<file path="src/rtl/multiphase_square_gen_pkg.sv">
// Shared definitions for the multiphase square-wave generator: config address map and default phase offsets.
// Latency: none (constants and a pure function only).
// Backpressure: not applicable.
package multiphase_square_gen_pkg;

    // Configuration address map: half-period at 0, channel k offset at CH_BASE + k.
    localparam int ADDR_HALF = 0;
    localparam int CH_BASE   = 1;

    // Reset phase offset of channel k: channels spread evenly over one half-period,
    // so with two channels the second sits a quarter period (90 degrees) behind.
    function automatic int def_offset(input int k, input int def_half, input int num_ch);
        longint prod;
        prod = longint'(k) * longint'(def_half);
        return int'(prod / longint'(num_ch));
    endfunction

endpackage

</file>
<file path="src/rtl/sq_phase_ch.sv">
// One output channel: derives its phase from the shared master count and registers the square output.
// Latency: 1 clk_i cycle from cnt_i to sq_o.
// Backpressure: none; the output is forced low while en_i is low.
module sq_phase_ch
    import multiphase_square_gen_pkg::*;
#(
    parameter int CNT_W = 24
) (
    input  logic             clk_i,
    input  logic             rst_i,
    input  logic             en_i,
    input  logic [CNT_W:0]   cnt_i,
    input  logic [CNT_W-1:0] half_i,
    input  logic [CNT_W-1:0] off_i,
    output logic             sq_o
);

    logic [CNT_W:0] period;
    logic [CNT_W:0] off_ext;
    logic [CNT_W:0] diff;
    logic [CNT_W:0] pc;
    logic           sq_d;
    logic           sq_q;

    // Phase = (cnt - off) mod P. Both operands are below P, so the wrapped
    // difference plus P lands back in range without needing an extra bit.
    always_comb begin
        period  = {half_i, 1'b0};
        off_ext = {1'b0, off_i};
        diff    = cnt_i - off_ext;
        pc      = (cnt_i >= off_ext) ? diff : (diff + period);
        sq_d    = en_i && (pc >= {1'b0, half_i});
    end

    // Output register: high for the second half of this channel's phase.
    always_ff @(posedge clk_i or posedge rst_i) begin
        if (rst_i) begin
            sq_q <= 1'b0;
        end else begin
            sq_q <= sq_d;
        end
    end

    assign sq_o = sq_q;

endmodule

</file>
<file path="src/rtl/multiphase_square_gen.sv">
// Multiphase square-wave generator: shared period counter, per-channel phase offsets, shadowed config.
// Latency: sq_out is 1 cycle behind the master count; period_tick is coincident with cnt = P-1.
// Backpressure: none; committed config waits for the next period boundary while enabled (cfg_pending).
module multiphase_square_gen
    import multiphase_square_gen_pkg::*;
#(
    parameter int NUM_CH   = 4,
    parameter int CNT_W    = 24,
    parameter int DEF_HALF = 250_000
) (
    input  logic                         clk_50M,
    input  logic                         rst,
    input  logic                         en,
    input  logic                         cfg_we,
    input  logic [$clog2(NUM_CH+1)-1:0]  cfg_addr,
    input  logic [CNT_W-1:0]             cfg_data,
    input  logic                         cfg_commit,
    input  logic                         cfg_err_clr,
    output logic [NUM_CH-1:0]            sq_out,
    output logic                         period_tick,
    output logic                         cfg_pending,
    output logic                         cfg_err
);

    localparam int               AW         = $clog2(NUM_CH + 1);
    localparam logic [CNT_W-1:0] DEF_HALF_V = CNT_W'(DEF_HALF);
    localparam logic [CNT_W:0]   CNT_ONE    = {{CNT_W{1'b0}}, 1'b1};

    // Master counter and the active (in-use) configuration.
    logic [CNT_W:0]   cnt_q, cnt_d;
    logic [CNT_W-1:0] half_q, half_d;
    logic [CNT_W-1:0] off_q [NUM_CH];
    logic [CNT_W-1:0] off_d [NUM_CH];

    // Shadow configuration written by software, copied to active on commit.
    logic [CNT_W-1:0] half_sh_q, half_sh_d;
    logic [CNT_W-1:0] off_sh_q [NUM_CH];
    logic [CNT_W-1:0] off_sh_d [NUM_CH];

    logic pending_q, pending_d;
    logic err_q, err_d;

    logic [CNT_W:0] period;
    logic           wrap;
    logic           apply;
    logic           wr_err;
    logic           clamp_err;

    // Period counter: counts 0..P-1 while enabled, parked at 0 otherwise.
    always_comb begin
        period = {half_q, 1'b0};
        wrap   = en && (cnt_q == (period - CNT_ONE));
        cnt_d  = cnt_q + CNT_ONE;
        if (!en || wrap) begin
            cnt_d = '0;
        end
    end

    // Shadow writes: a zero half-period is rejected and flagged; addresses past
    // the last channel fall through silently. The result feeds the commit path so
    // a write in the same cycle as a commit is part of the committed set.
    always_comb begin
        half_sh_d = half_sh_q;
        off_sh_d  = off_sh_q;
        wr_err    = 1'b0;
        if (cfg_we) begin
            if (cfg_addr == AW'(ADDR_HALF)) begin
                if (cfg_data == '0) begin
                    wr_err = 1'b1;
                end else begin
                    half_sh_d = cfg_data;
                end
            end
            for (int k = 0; k < NUM_CH; k++) begin
                if (cfg_addr == AW'(CH_BASE + k)) begin
                    off_sh_d[k] = cfg_data;
                end
            end
        end
    end

    // Commit handling: while running, changes land only on the wrap edge so every
    // channel sees a clean period boundary; while idle they land at the next edge.
    // Offsets that would not fit inside the new period collapse to 0 and flag an error.
    always_comb begin
        apply     = en ? (wrap && (pending_q || cfg_commit)) : (pending_q || cfg_commit);
        half_d    = half_q;
        off_d     = off_q;
        clamp_err = 1'b0;
        if (apply) begin
            half_d = half_sh_d;
            for (int k = 0; k < NUM_CH; k++) begin
                if ({1'b0, off_sh_d[k]} >= {half_sh_d, 1'b0}) begin
                    off_d[k]  = '0;
                    clamp_err = 1'b1;
                end else begin
                    off_d[k] = off_sh_d[k];
                end
            end
        end

        pending_d = pending_q;
        if (apply) begin
            pending_d = 1'b0;
        end else if (en && cfg_commit) begin
            pending_d = 1'b1;
        end

        err_d = err_q;
        if (wr_err || clamp_err) begin
            err_d = 1'b1;
        end else if (cfg_err_clr) begin
            err_d = 1'b0;
        end
    end

    // State registers; reset restores the default half-period and evenly spread offsets
    // and drops any commit that was still waiting for its boundary.
    always_ff @(posedge clk_50M or posedge rst) begin
        if (rst) begin
            cnt_q     <= '0;
            half_q    <= DEF_HALF_V;
            half_sh_q <= DEF_HALF_V;
            for (int k = 0; k < NUM_CH; k++) begin
                off_q[k]    <= CNT_W'(def_offset(k, DEF_HALF, NUM_CH));
                off_sh_q[k] <= CNT_W'(def_offset(k, DEF_HALF, NUM_CH));
            end
            pending_q <= 1'b0;
            err_q     <= 1'b0;
        end else begin
            cnt_q     <= cnt_d;
            half_q    <= half_d;
            half_sh_q <= half_sh_d;
            off_q     <= off_d;
            off_sh_q  <= off_sh_d;
            pending_q <= pending_d;
            err_q     <= err_d;
        end
    end

    for (genvar g = 0; g < NUM_CH; g++) begin : g_ch
        sq_phase_ch #(
            .CNT_W (CNT_W)
        ) u_ch (
            .clk_i  (clk_50M),
            .rst_i  (rst),
            .en_i   (en),
            .cnt_i  (cnt_q),
            .half_i (half_q),
            .off_i  (off_q[g]),
            .sq_o   (sq_out[g])
        );
    end

    assign period_tick = wrap;
    assign cfg_pending = pending_q;
    assign cfg_err     = err_q;

endmodule

</file>
<file path="config.mk">
export PLATFORM = sky130hd
export DESIGN_NAME = multiphase_square_gen
export DESIGN_NICKNAME = d
export VERILOG_FILES = /design/src/rtl/multiphase_square_gen_pkg.sv /design/src/rtl/sq_phase_ch.sv /design/src/rtl/multiphase_square_gen.sv
export SDC_FILE = /design/constraint.sdc
export NUM_CORES = 1
export LEC_CHECK = 0
export CAP_MARGIN = 20
export CORE_AREA = 2 2 249 251
export CTS_CLUSTER_SIZE = 40
export DETAILED_ROUTE_END_ITERATION = 10
export DIE_AREA = 0 0 251 253
export PLACE_DENSITY = 0.71
export SLEW_MARGIN = 10
export SYNTH_ARGS = -nofsm -noshare
export SYNTH_HDL_FRONTEND = slang
export SYNTH_HIERARCHICAL = 1
export SYNTH_SLANG_ARGS = --single-unit
</file>
<file path="constraint.sdc">
create_clock -name clk_50M -period 11.6 [get_ports clk_50M]
set_input_delay 3.48 -clock clk_50M [delete_from_list [all_inputs] [get_ports clk_50M]]
set_output_delay 3.48 -clock clk_50M [all_outputs]
set_load 0.005 [all_outputs]
</file>
Yosys cells after proc, flatten, opt, wreduce, memory -nomap -nowiden
Index checks and enable logic that the tools add are counted.

Add/subtract/negate cells: 10. Reductions and logical operators: 15. Bitwise logic cells: 0. Muxes and demuxes: 30. $mul: 0. Shift operators: 0. Divide/modulo/power cells: 0. Equal/unequal tests: 5. Magnitude comparators: 12.

Operator list (count): two-way mux 24 bit (11); >= comparator 25 x 24 -> 1 bit (8); two-way mux 25 bit (5); adder 25 bit (4); >= comparator 24 x 25 -> 1 bit (4); subtractor 25 x 24 -> 25 bit (4); two-way mux 96 bit (1); adder 25 x 1 -> 25 bit (second input constant) (1); equality test 25 bit (1); subtractor 25 x 1 -> 25 bit (second input constant) (1); zero test 24 bit (1); two-way mux 1 bit (13); logical AND 1 bit (7); equality test 3 x 2 -> 1 bit (second input constant) (2); nonzero test 2 bit (2); equality test 3 x 1 -> 1 bit (second input constant) (1); equality test 3 bit (second input constant) (1); zero test 3 bit (1); logical OR 1 bit (3); zero test 1 bit (1).

Memory bits (read-only): 0. Register bits after elaboration: 271. Output and inout bits: 7. RAM bits: 0. Memories kept: 0. Word-level logic and storage cells: 89. Latch bits: 0.

Depth between registers and ports, before layout
Gate-level depths: netlist of the first run.

Depth after elaboration: 12. Mapped depth: 28. Gate-level depth less buffers: 28.

Cells and area by module
Netlist of the first run, hierarchy kept.

Modules (own cells, without submodules): multiphase_square_gen (cells an instance 1225, area an instance 13376.6 µm², instances 1, seq. area each 6759.0 µm²); sq_phase_ch (g_ch[3].u_ch) (cells an instance 481, area an instance 3490.8 µm², instances 1, seq. area each 25.0 µm²); sq_phase_ch (g_ch[0].u_ch) (cells an instance 460, area an instance 3430.8 µm², instances 1, seq. area each 25.0 µm²); sq_phase_ch (g_ch[2].u_ch) (cells an instance 484, area an instance 3419.5 µm², instances 1, seq. area each 25.0 µm²); sq_phase_ch (g_ch[1].u_ch) (cells an instance 461, area an instance 3389.5 µm², instances 1, seq. area each 25.0 µm²).

Least setup slack after synthesis of the first run
No wires, ideal clock.

Path type: input to register. Start point: input port cfg_data[14]. End point: register off_q[51] (netlist bit). Required time: 11.535 ns. Stages on the path: 16. Library setup time: 0.065 ns. Setup slack: 3.815 ns. Data arrival time: 7.720 ns. Path through: nor4_1 > nand2_1 > o21ai_0 > clkbuf_1 > clkbuf_1 > mux2i_1 > ha_1 > a21o_1 > a21o_1 > a21oi_1 > o211ai_1 > a311o_1 > o211a_1 > nor2_4 > buf_2 > a22o_1.

Word-level cells in the longest chain between the ends: 6. Elaborated cells on any way between the ends: 8.

Ends and longest elaborated chain: start: declaration (line multiphase_square_gen.sv:16) `input logic [CNT_W-1:0] cfg_data,`; zero test 24 bit (line multiphase_square_gen.sv:68) `if (cfg_data == '0) begin`; two-way mux 24 bit (line multiphase_square_gen.sv:68); two-way mux 24 bit (line multiphase_square_gen.sv:67) `if (cfg_addr == AW'(ADDR_HALF)) begin`; two-way mux 24 bit (line multiphase_square_gen.sv:66) `if (cfg_we) begin`; >= comparator 24 x 25 -> 1 bit (*) (line multiphase_square_gen.sv:93) `if ({1'b0, off_sh_d[k]} >= {half_sh_d, 1'b0}) begin`; two-way mux 24 bit (*) (line multiphase_square_gen.sv:93); end signal: indexed assignment (line multiphase_square_gen.sv:125) `off_q[k] <= CNT_W'(def_offset(k, DEF_HALF, NUM_CH));`; end: declaration (line multiphase_square_gen.sv:32) `logic [CNT_W-1:0] off_q [NUM_CH];`.

Mark *: on every way between the ends. The rest lies on a longest branch, timed or not. A chain may end at the register's enable or synchronous reset.

Final worst setup path of the first run
Start point: input port cfg_data[20]. End point: register err_q (netlist: cfg_err).

Word-level cells in the longest chain between the ends: 12. Elaborated cells on any way between the ends: 24.

Ends and longest elaborated chain: zero test 24 bit (line multiphase_square_gen.sv:68); two-way mux 24 bit (line multiphase_square_gen.sv:68); two-way mux 24 bit (line multiphase_square_gen.sv:67); two-way mux 24 bit (line multiphase_square_gen.sv:66); >= comparator 24 x 25 -> 1 bit (line multiphase_square_gen.sv:93); two-way mux 1 bit (4 in a row) (line multiphase_square_gen.sv:93); two-way mux 1 bit (line multiphase_square_gen.sv:90) `if (apply) begin`; logical OR 1 bit (*) (line multiphase_square_gen.sv:110) `if (wr_err || clamp_err) begin`; two-way mux 1 bit or nonzero test 2 bit (tied branches); end signal: assignment (line multiphase_square_gen.sv:137) `err_q <= err_d;`; end: declaration (line multiphase_square_gen.sv:41) `logic err_q, err_d;`.

Marks and branches as above.

==> metrics.json, run 1 <==
{
  "run_status": {"value": "completed"},
  "max-vdd-ir-drop": {"value": 144.6, "unit": "uV"},
  "dp_cells": {"value": 3904},
  "final_nets": {"value": 3562},
  "starting_density_of_the_core": {"value": 44.42, "unit": "%"},
  "worstSetupPathType": {"value": "in -> reg"},
  "slew-limit-headroom": {"value": 31.42, "unit": "%"},
  "cts.root.buffer_cell": {"value": "sky130_fd_sc_hd__clkbuf_16"},
  "master_of_the_slowest_instance_on_the_critical_path": {"value": "sky130_fd_sc_hd__nor4_1"},
  "hold-worst-slack": {"value": 0.4801, "unit": "ns"},
  "p_leak": {"value": 0.01363, "unit": "uW"},
  "timing.critical_path.arrival": {"value": 9.15, "unit": "ns"},
  "number_of_drc_markers_after_the_initial_detailed_route_iteration": {"value": 2158},
  "vias_in_the_first_global_route": {"value": 22200},
  "synth_fp_nets": {"value": 3528},
  "critPathMaxStageDelay": {"value": 0.75, "unit": "ns"},
  "seq_area_frac_synth": {"value": 25.30, "unit": "%"},
  "cts_tree": {"value": "done"},
  "cts_made_buffers": {"value": 28},
  "dieHeight": {"value": 253, "unit": "um"},
  "synth-seq-cells": {"value": 271},
  "async_flop_share": {"value": 100.0, "unit": "%"},
  "worst-endpoint-required": {"value": 11.99, "unit": "ns"},
  "synthFlopType": {"value": "sky130_fd_sc_hd__dfrtp_1"},
  "core.rowCount": {"value": 91},
  "clock_tree_skew_after_final_layout": {"value": 0.05614, "unit": "ns"},
  "cp_cell_sequence": {"value": "clkdlybuf4s50_1 > nor4_1 > nand2_1 > o21ai_2 > buf_4 > mux2i_1 > ha_1 > a21o_1 > a21oi_1 > nor2_1 > a2111oi_0 > o21ai_0 > maj3_1 > a21o_1 > nor4_1 > o21ai_0"},
  "die_w": {"value": 251, "unit": "um"},
  "timing.critical_path.fanout_max": {"value": 25},
  "leftover_overflow_at_the_end_of_global_routing": {"value": 0},
  "max_slew.worst_pin.slew": {"value": 1.029, "unit": "ns"},
  "yosys_warnings": {"value": 6},
  "period_share": {"value": 75.48, "unit": "%"},
  "layout_min_cycle_time": {"value": 8.755, "unit": "ns"},
  "dr.pass1.iters": {"value": 6},
  "worst_setup_path_start_kind": {"value": "input pin"},
  "layout_cells_excl_fill": {"value": 3959},
  "synth_edf_count": {"value": 0},
  "synthMostInstantiatedCell": {"value": "sky130_fd_sc_hd__ha_1"},
  "synth_commonest_cells": {"value": "sky130_fd_sc_hd__ha_1, sky130_fd_sc_hd__inv_1, sky130_fd_sc_hd__nand2_1"},
  "overall_via_count_from_detail_route": {"value": 24050},
  "wl_per_cell": {"value": 22.13, "unit": "um"},
  "report.final.setup_viol": {"value": 0},
  "h-tree-depth": {"value": 1},
  "setup-tns-final": {"value": 0, "unit": "ns"},
  "postCtsHoldBufs": {"value": 0},
  "finalWirelength": {"value": 87.59, "unit": "mm"},
  "post_synth_top_area_share": {"value": 19.29, "unit": "%"},
  "power_density": {"value": 271.6, "unit": "mW/mm^2"},
  "timing_hold_violations_final": {"value": 0},
  "hpwl": {"value": 67.63, "unit": "mm"},
  "share_of_final_layout_standard_cells_stronger_than_drive_strength_1": {"value": 10.33, "unit": "%"},
  "worstSkewPairLatency": {"value": 0.60, "unit": "ns"},
  "ioPinCount": {"value": 40},
  "place_ws": {"value": 2.132, "unit": "ns"},
  "route.antenna.remaining_nets": {"value": 0},
  "post-cts-setup-buffer-count": {"value": 0},
  "fp.coreArea": {"value": 0.06103, "unit": "mm^2"},
  "timing.critical_path.to_type": {"value": "flip-flop"},
  "buffers_from_clock_root_to_sink_at_most": {"value": 3},
  "worst_setup_hold_path_clk_slew": {"value": 0.06, "unit": "ns"},
  "synth_top_cells_by_area": {"value": "sky130_fd_sc_hd__dfrtp_1, sky130_fd_sc_hd__ha_1, sky130_fd_sc_hd__dfstp_2"},
  "synth.lib_cells_used.distinct": {"value": 123},
  "gp_routability_congestion": {"value": 0.9903},
  "cap_viol_max_count": {"value": 0},
  "post_synth_inst_count": {"value": 3111},
  "hp-class": {"value": "reg -> reg"},
  "layout_overhead_on_the_synthesized_area": {"value": 8.825, "unit": "%"},
  "antenna_found_initial": {"value": 0},
  "drc_errors": {"value": 0},
  "grt_first_pass_wirelength": {"value": 132.4, "unit": "mm"},
  "maximum_number_of_pins_on_one_net_before_global_route_repair": {"value": 167},
  "viasPerCell": {"value": 6.075},
  "clock_sinks": {"value": 271},
  "grt_setup_unrepaired": {"value": "false"},
  "grt.total_usage": {"value": 26.93, "unit": "%"},
  "number_of_buffers_added_on_ports": {"value": 39},
  "fmax": {"value": 114.2, "unit": "MHz"},
  "syn_area_cell": {"value": 8.713, "unit": "um^2"},
  "setup_ws": {"value": 2.845, "unit": "ns"},
  "synth.largest_area_cell": {"value": "sky130_fd_sc_hd__dfrtp_1"},
  "die_area": {"value": 0.06350, "unit": "mm^2"},
  "synth.cell_area": {"value": 0.02711, "unit": "mm^2"},
  "cts_resized": {"value": 0},
  "finalMaxSlewViolations": {"value": 0}
}
layout by cell type, fill, tap and decap left out, types with 61 or more instances in the layout:
| cell | netlist | layout |
|---|---|---|
| sky130_fd_sc_hd__ha_1 | 376 | 376 |
| sky130_fd_sc_hd__inv_1 | 319 | 318 |
| sky130_fd_sc_hd__nand2_1 | 264 | 264 |
| sky130_fd_sc_hd__dfrtp_1 | 209 | 209 |
| sky130_fd_sc_hd__a21oi_1 | 201 | 201 |
| sky130_fd_sc_hd__o21ai_0 | 169 | 168 |
| sky130_fd_sc_hd__nor2_1 | 151 | 151 |
| sky130_fd_sc_hd__xnor2_1 | 125 | 125 |
| sky130_fd_sc_hd__mux2_2 | 90 | 90 |
| sky130_fd_sc_hd__xor2_1 | 88 | 88 |
| sky130_fd_sc_hd__a21o_1 | 87 | 87 |
| sky130_fd_sc_hd__nand3_1 | 78 | 78 |
| sky130_fd_sc_hd__dfstp_2 | 62 | 62 |
| sky130_fd_sc_hd__mux2i_1 | 61 | 61 |
stage by stage:
| step | util (%) | area, um^2 | power [uW] |
|---|---|---|---|
| after floorplan | - | 27110 | 5591 |
| after global placement | 46.67 | 28480 | 6829 |
| after detailed placement | 46.67 | 28480 | 6905 |
| after CTS | 48.32 | 29490 | 7932 |
| after global routing | 48.33 | 29490 | 8753 |
| final | 48.34 | 29500 | 8012 |
critical path, delay by kind of cell:
| kind | cells | cell delay [ns] |
|---|---|---|
| AO/OA/AOI/OAI | 7 | 2.12 |
| adder cells (fa/ha/maj) | 2 | 0.74 |
| buffers and inverters | 2 | 0.90 |
| multiplexers | 1 | 0.55 |
| AND/OR/NAND/NOR | 4 | 1.32 |
path summary, 6_finish.rpt:
kind	from	end	slack [ns]	cells past startpoint
max in group asynchronous	rst	off_sh_q[88]$_DFF_PP0_	6.38	3
min in group asynchronous	rst	g_ch[1].u_ch/sq_o$_DFF_PP0_	3.47	2
max	cfg_data[20]	cfg_err$_DFFE_PP0P_	2.84	16
min reg2reg	off_q[19]$_DFFE_PP0P_	off_q[19]$_DFFE_PP0P_	0.48	2
max reg2reg	cnt_q[1]$_DFF_PP0_	g_ch[2].u_ch/sq_o$_DFF_PP0_	4.36	24
min	off_q[19]$_DFFE_PP0P_	off_q[19]$_DFFE_PP0P_	0.48	2
power by group:
part | internal [uW] | switching, uW
Clock | 580 | 404
Combinational | 2410 | 3210
Sequential | 1210 | 195
cell families (layout without fill, tap and decap cells):
group           count (synthesis)  after routing  synth area share [%]
buf+inv                       394            450                 5.807
flops                         271            271                 25.30
xor+xnor                      213            213                 6.882
simple gates                  820            820                 15.25
other cells                     0              2                     0
compound gates                861            861                 22.12
fa+ha+maj                     388            388                 18.09
mux                           164            164                 6.545
cell type report:
class                      count  area (um^2)
antenna                        2        5.005
clock buffer                  36        760.7
clock inverter                16        247.7
fill                        5813        31530
inverter                     320         1209
multi-input combinational   2446        18740
sequential                   271         6859
tap                          790        988.4
timing repair buffer          78        693.2
metal layers:
metal  up-vias  wire (um)  track usage [%]
met5         -          0                0
met4         0       3927            10.78
met3       175       7499            4.389
met2       959      36160            39.80
met1     11570      40010            38.95
li1      11350          -                -
flip-flops by register name, summed over array words and instances, names as in the netlist:
| signal | flops |
|---|---|
| cfg_pending | 1 |
| half_q | 24 |
| off_q | 96 |
| half_sh_q | 24 |
| cnt_q | 25 |
| g_ch.u_ch/sq_o | 4 |
| cfg_err | 1 |
| off_sh_q | 96 |
Power figures use the tool's default switching activity.
==> inputs of run 2 (changes only) <==
PLACE_DENSITY = 0.73   (was 0.71)
clock period = 7.95 ns   (was 11.6 ns; I/O delays follow)
==> run 2 against run 1 <==
Effect of this change: clock-buffer cell count fell by 4; first-iteration DRC count rose by 23%; clock power rose by 60%; highest routed layer is now met5; sequential cell count did not move; critical endpoint is now g_ch[2].u_ch/sq_o$_DFF_PP0_; die area did not move; worst hold slack got worse by 0.0031 ns; sequential share of layout area fell by 0.21 points; non-clock buffer count rose by 25.
==> metrics.json, run 2 (same netlist as run 1, synthesis figures left out) <==
{
  "vias_in_the_first_global_route": {"value": 22370, "change": "was 22200"},
  "timing_hold_violations_final": {"value": 0, "change": "unchanged"},
  "fp.coreArea": {"value": 0.06103, "unit": "mm^2", "change": "unchanged"},
  "cts_made_buffers": {"value": 27, "change": "was 28"},
  "max_slew.worst_pin.slew": {"value": 1.065, "unit": "ns", "change": "was 1.029 ns"},
  "final_cell_mix": {"value": "sky130_fd_sc_hd__ha_1, sky130_fd_sc_hd__inv_1, sky130_fd_sc_hd__nand2_1", "change": "unchanged"},
  "report.final.setup_viol": {"value": 0, "change": "unchanged"},
  "final_nets": {"value": 3586, "change": "was 3562"},
  "post-cts-setup-buffer-count": {"value": 0, "change": "unchanged"},
  "worst_setup_hold_path_clk_slew": {"value": 0.07, "unit": "ns", "change": "was 0.06 ns"},
  "share_of_final_layout_standard_cells_stronger_than_drive_strength_1": {"value": 11.07, "unit": "%", "change": "was 10.33%"},
  "maximum_number_of_pins_on_one_net_before_global_route_repair": {"value": 171, "change": "was 167"},
  "buffers_from_clock_root_to_sink_at_most": {"value": 3, "change": "unchanged"},
  "layout_min_cycle_time": {"value": 7.226, "unit": "ns"},
  "fmax": {"value": 138.4, "unit": "MHz"},
  "dieHeight": {"value": 253, "unit": "um", "change": "unchanged"},
  "setup_ws": {"value": 0.7241, "unit": "ns", "change": "was 2.845 ns"},
  "route.antenna.remaining_nets": {"value": 0, "change": "unchanged"},
  "slew-limit-headroom": {"value": 28.99, "unit": "%", "change": "was 31.42%"},
  "viasPerCell": {"value": 6.054, "change": "was 6.075"},
  "period_share": {"value": 90.89, "unit": "%"},
  "ioPinCount": {"value": 40, "change": "unchanged"},
  "place_ws": {"value": 0.3797, "unit": "ns", "change": "was 2.132 ns"},
  "gp_routability_congestion": {"value": 1.015, "change": "was 0.9903"},
  "worst-endpoint-required": {"value": 8.38, "unit": "ns", "change": "was 11.99 ns"},
  "power_density": {"value": 398.6, "unit": "mW/mm^2", "change": "was 271.6 mW/mm^2"},
  "timing.critical_path.to_type": {"value": "flip-flop", "change": "unchanged"},
  "die_w": {"value": 251, "unit": "um", "change": "unchanged"},
  "crit_buf_inv": {"value": 0, "change": "was 2"},
  "finalMaxSlewViolations": {"value": 0, "change": "unchanged"},
  "overall_via_count_from_detail_route": {"value": 24100, "change": "was 24050"},
  "cts_tree": {"value": "done", "change": "unchanged"},
  "finalWirelength": {"value": 86.81, "unit": "mm", "change": "was 87.59 mm"},
  "core.rowCount": {"value": 91, "change": "unchanged"},
  "number_of_drc_markers_after_the_initial_detailed_route_iteration": {"value": 2647, "change": "was 2158"},
  "postCtsHoldBufs": {"value": 0, "change": "unchanged"},
  "cap_viol_max_count": {"value": 0, "change": "unchanged"},
  "layout.cell_area.non_filler": {"value": 0.02976, "unit": "mm^2", "change": "was 0.02950 mm^2"},
  "p_leak": {"value": 0.01379, "unit": "uW", "change": "was 0.01363 uW"},
  "drc_errors": {"value": 0, "change": "unchanged"},
  "starting_density_of_the_core": {"value": 44.42, "unit": "%", "change": "unchanged"},
  "cts_resized": {"value": 0, "change": "unchanged"},
  "hold-worst-slack": {"value": 0.4769, "unit": "ns", "change": "was 0.4801 ns"},
  "die_area": {"value": 0.06350, "unit": "mm^2", "change": "unchanged"},
  "most_common_library_cell_in_the_layout_ignoring_fill_and_taps": {"value": "sky130_fd_sc_hd__ha_1", "change": "unchanged"},
  "setup-tns-final": {"value": 0, "unit": "ns", "change": "unchanged"},
  "cts.root.buffer_cell": {"value": "sky130_fd_sc_hd__clkbuf_16", "change": "unchanged"},
  "master_of_the_slowest_instance_on_the_critical_path": {"value": "sky130_fd_sc_hd__dfrtp_1", "change": "was sky130_fd_sc_hd__nor4_1"},
  "postLayoutCoreUtil": {"value": 48.77, "unit": "%", "change": "was 48.34%"},
  "cp_cell_sequence": {"value": "ha_1 > o21a_1 > o31a_1 > o41ai_1 > a21oi_1 > a211oi_1 > o21bai_1 > xor2_1 > ha_1 > o21a_1 > o21ai_0 > a311oi_4 > a21o_1 > a211o_1 > a32o_1 > ha_1 > and3_1 > nand3_1 > nor4_1 > o21a_1 > a21oi_1 > o21ai_0 > nor4bb_1 > nor3_1", "change": "was clkdlybuf4s50_1 > nor4_1 > nand2_1 > o21ai_2 > buf_4 > mux2i_1 > ha_1 > a21o_1 > a21oi_1 > nor2_1 > a2111oi_0 > o21ai_0 > maj3_1 > a21o_1 > nor4_1 > o21ai_0"},
  "reg_top3": {"value": "off_q x96, off_sh_q x96, cnt_q x25", "change": "unchanged"},
  "worst_setup_path_start_kind": {"value": "flip-flop", "change": "was input pin"},
  "number_of_buffers_added_on_ports": {"value": 39, "change": "unchanged"},
  "critPathMaxStageDelay": {"value": 0.78, "unit": "ns", "change": "was 0.75 ns"},
  "clock_tree_skew_after_final_layout": {"value": 0.01560, "unit": "ns", "change": "was 0.05614 ns"},
  "grt.total_usage": {"value": 26.89, "unit": "%", "change": "was 26.93%"},
  "hp-class": {"value": "reg -> reg", "change": "unchanged"},
  "clock_sinks": {"value": 271, "change": "unchanged"},
  "worstSetupPathType": {"value": "reg -> reg", "change": "was in -> reg"},
  "leftover_overflow_at_the_end_of_global_routing": {"value": 0, "change": "unchanged"},
  "layout_overhead_on_the_synthesized_area": {"value": 9.804, "unit": "%", "change": "was 8.825%"},
  "max-vdd-ir-drop": {"value": 264.3, "unit": "uV", "change": "was 144.6 uV"},
  "wl_per_cell": {"value": 21.81, "unit": "um", "change": "was 22.13 um"},
  "worstSkewPairLatency": {"value": 0.58, "unit": "ns", "change": "was 0.60 ns"},
  "run_status": {"value": "completed", "change": "unchanged"},
  "antenna_found_initial": {"value": 3, "change": "was 0"},
  "hpwl": {"value": 67.90, "unit": "mm", "change": "was 67.63 mm"},
  "grt_first_pass_wirelength": {"value": 132.9, "unit": "mm", "change": "was 132.4 mm"},
  "dpl-instance-area": {"value": 0.02867, "unit": "mm^2", "change": "was 0.02848 mm^2"},
  "timing.critical_path.fanout_max": {"value": 11, "change": "was 25"},
  "grt_setup_unrepaired": {"value": "false", "change": "unchanged"},
  "cpLargestDelayFamily": {"value": "compound AO/OA/AOI/OAI gates", "change": "unchanged"},
  "h-tree-depth": {"value": 1, "change": "unchanged"},
  "dr.pass1.iters": {"value": 7, "change": "was 6"},
  "timing.critical_path.arrival": {"value": 7.65, "unit": "ns", "change": "was 9.15 ns"}
}
## run 2: cell count changes in the layout (fill, tap and decap cells not counted), sizes merged
cell,delta
buf,+26
bufinv,+5
diode,-1
clkbuf,-5
clkinvlp,+1
clkinv,-4
## run 2: layout make-up
class                      instances  area (um^2)
inverter                         320         1205
antenna                            1        2.502
sequential                       271         6859
tap                              790        988.4
fill                            5807        31260
clock inverter                    18        365.4
clock buffer                      32        724.4
multi-input combinational       2446        18740
timing repair buffer             103        883.3
## run 2: worst register-to-register path: stages (launching register included)
cell,delay [ns]
sky130_fd_sc_hd__dfrtp_1,0.78
sky130_fd_sc_hd__ha_1,0.39
sky130_fd_sc_hd__o21a_1,0.13
sky130_fd_sc_hd__o31a_1,0.13
sky130_fd_sc_hd__o41ai_1,0.56
sky130_fd_sc_hd__a21oi_1,0.35
sky130_fd_sc_hd__a211oi_1,0.36
sky130_fd_sc_hd__o21bai_1,0.11
sky130_fd_sc_hd__xor2_1,0.16
sky130_fd_sc_hd__ha_1,0.36
sky130_fd_sc_hd__o21a_1,0.19
sky130_fd_sc_hd__o21ai_0,0.37
sky130_fd_sc_hd__a311oi_4,0.19
sky130_fd_sc_hd__a21o_1,0.21
sky130_fd_sc_hd__a211o_1,0.29
sky130_fd_sc_hd__a32o_1,0.26
sky130_fd_sc_hd__ha_1,0.30
sky130_fd_sc_hd__and3_1,0.16
sky130_fd_sc_hd__nand3_1,0.13
sky130_fd_sc_hd__nor4_1,0.43
sky130_fd_sc_hd__o21a_1,0.18
sky130_fd_sc_hd__a21oi_1,0.06
sky130_fd_sc_hd__o21ai_0,0.45
sky130_fd_sc_hd__nor4bb_1,0.12
sky130_fd_sc_hd__nor3_1,0.41
## run 2: path summary, 6_finish.rpt
check / startpoint / end / slack [ns] / cells past startpoint
worst max-delay path: cnt_q[3]$_DFF_PP0_ / g_ch[2].u_ch/sq_o$_DFF_PP0_ / 0.72 / 24
worst min-delay path: off_q[15]$_DFFE_PP1P_ / off_q[15]$_DFFE_PP1P_ / 0.48 / 2
worst max register to register: cnt_q[3]$_DFF_PP0_ / g_ch[2].u_ch/sq_o$_DFF_PP0_ / 0.72 / 24
worst min register to register: off_q[15]$_DFFE_PP1P_ / off_q[15]$_DFFE_PP1P_ / 0.48 / 2
max in group asynchronous: rst / half_sh_q[18]$_DFF_PP0_ / 4.03 / 3
min in group asynchronous: rst / g_ch[3].u_ch/sq_o$_DFF_PP0_ / 2.29 / 2
## run 2: routing by layer
| layer | routed length, um | up-vias | global-route usage, % |
|---|---|---|---|
| met3 | 8518 | 209 | 4.852 |
| met4 | 4213 | 4 | 10.97 |
| met2 | 35720 | 1052 | 39.98 |
| li1 | - | 11390 | - |
| met5 | 20 | - | 0 |
| met1 | 38340 | 11440 | 38.33 |
## run 2: through the flow
step                power [uW]  cells
finish                   11870   3981
global route             12930   3980
CTS                      11740   3980
detailed placement       10110   3930
global placement          9962   3930
floorplan                 8159   3111
## run 2: power by group
part           internal [uW]  total (uW)  switching [uW]
clock network            981        1570             590
logic                   3540        8190            4650
registers               1770        2100             331
total                   6290       11900            5570
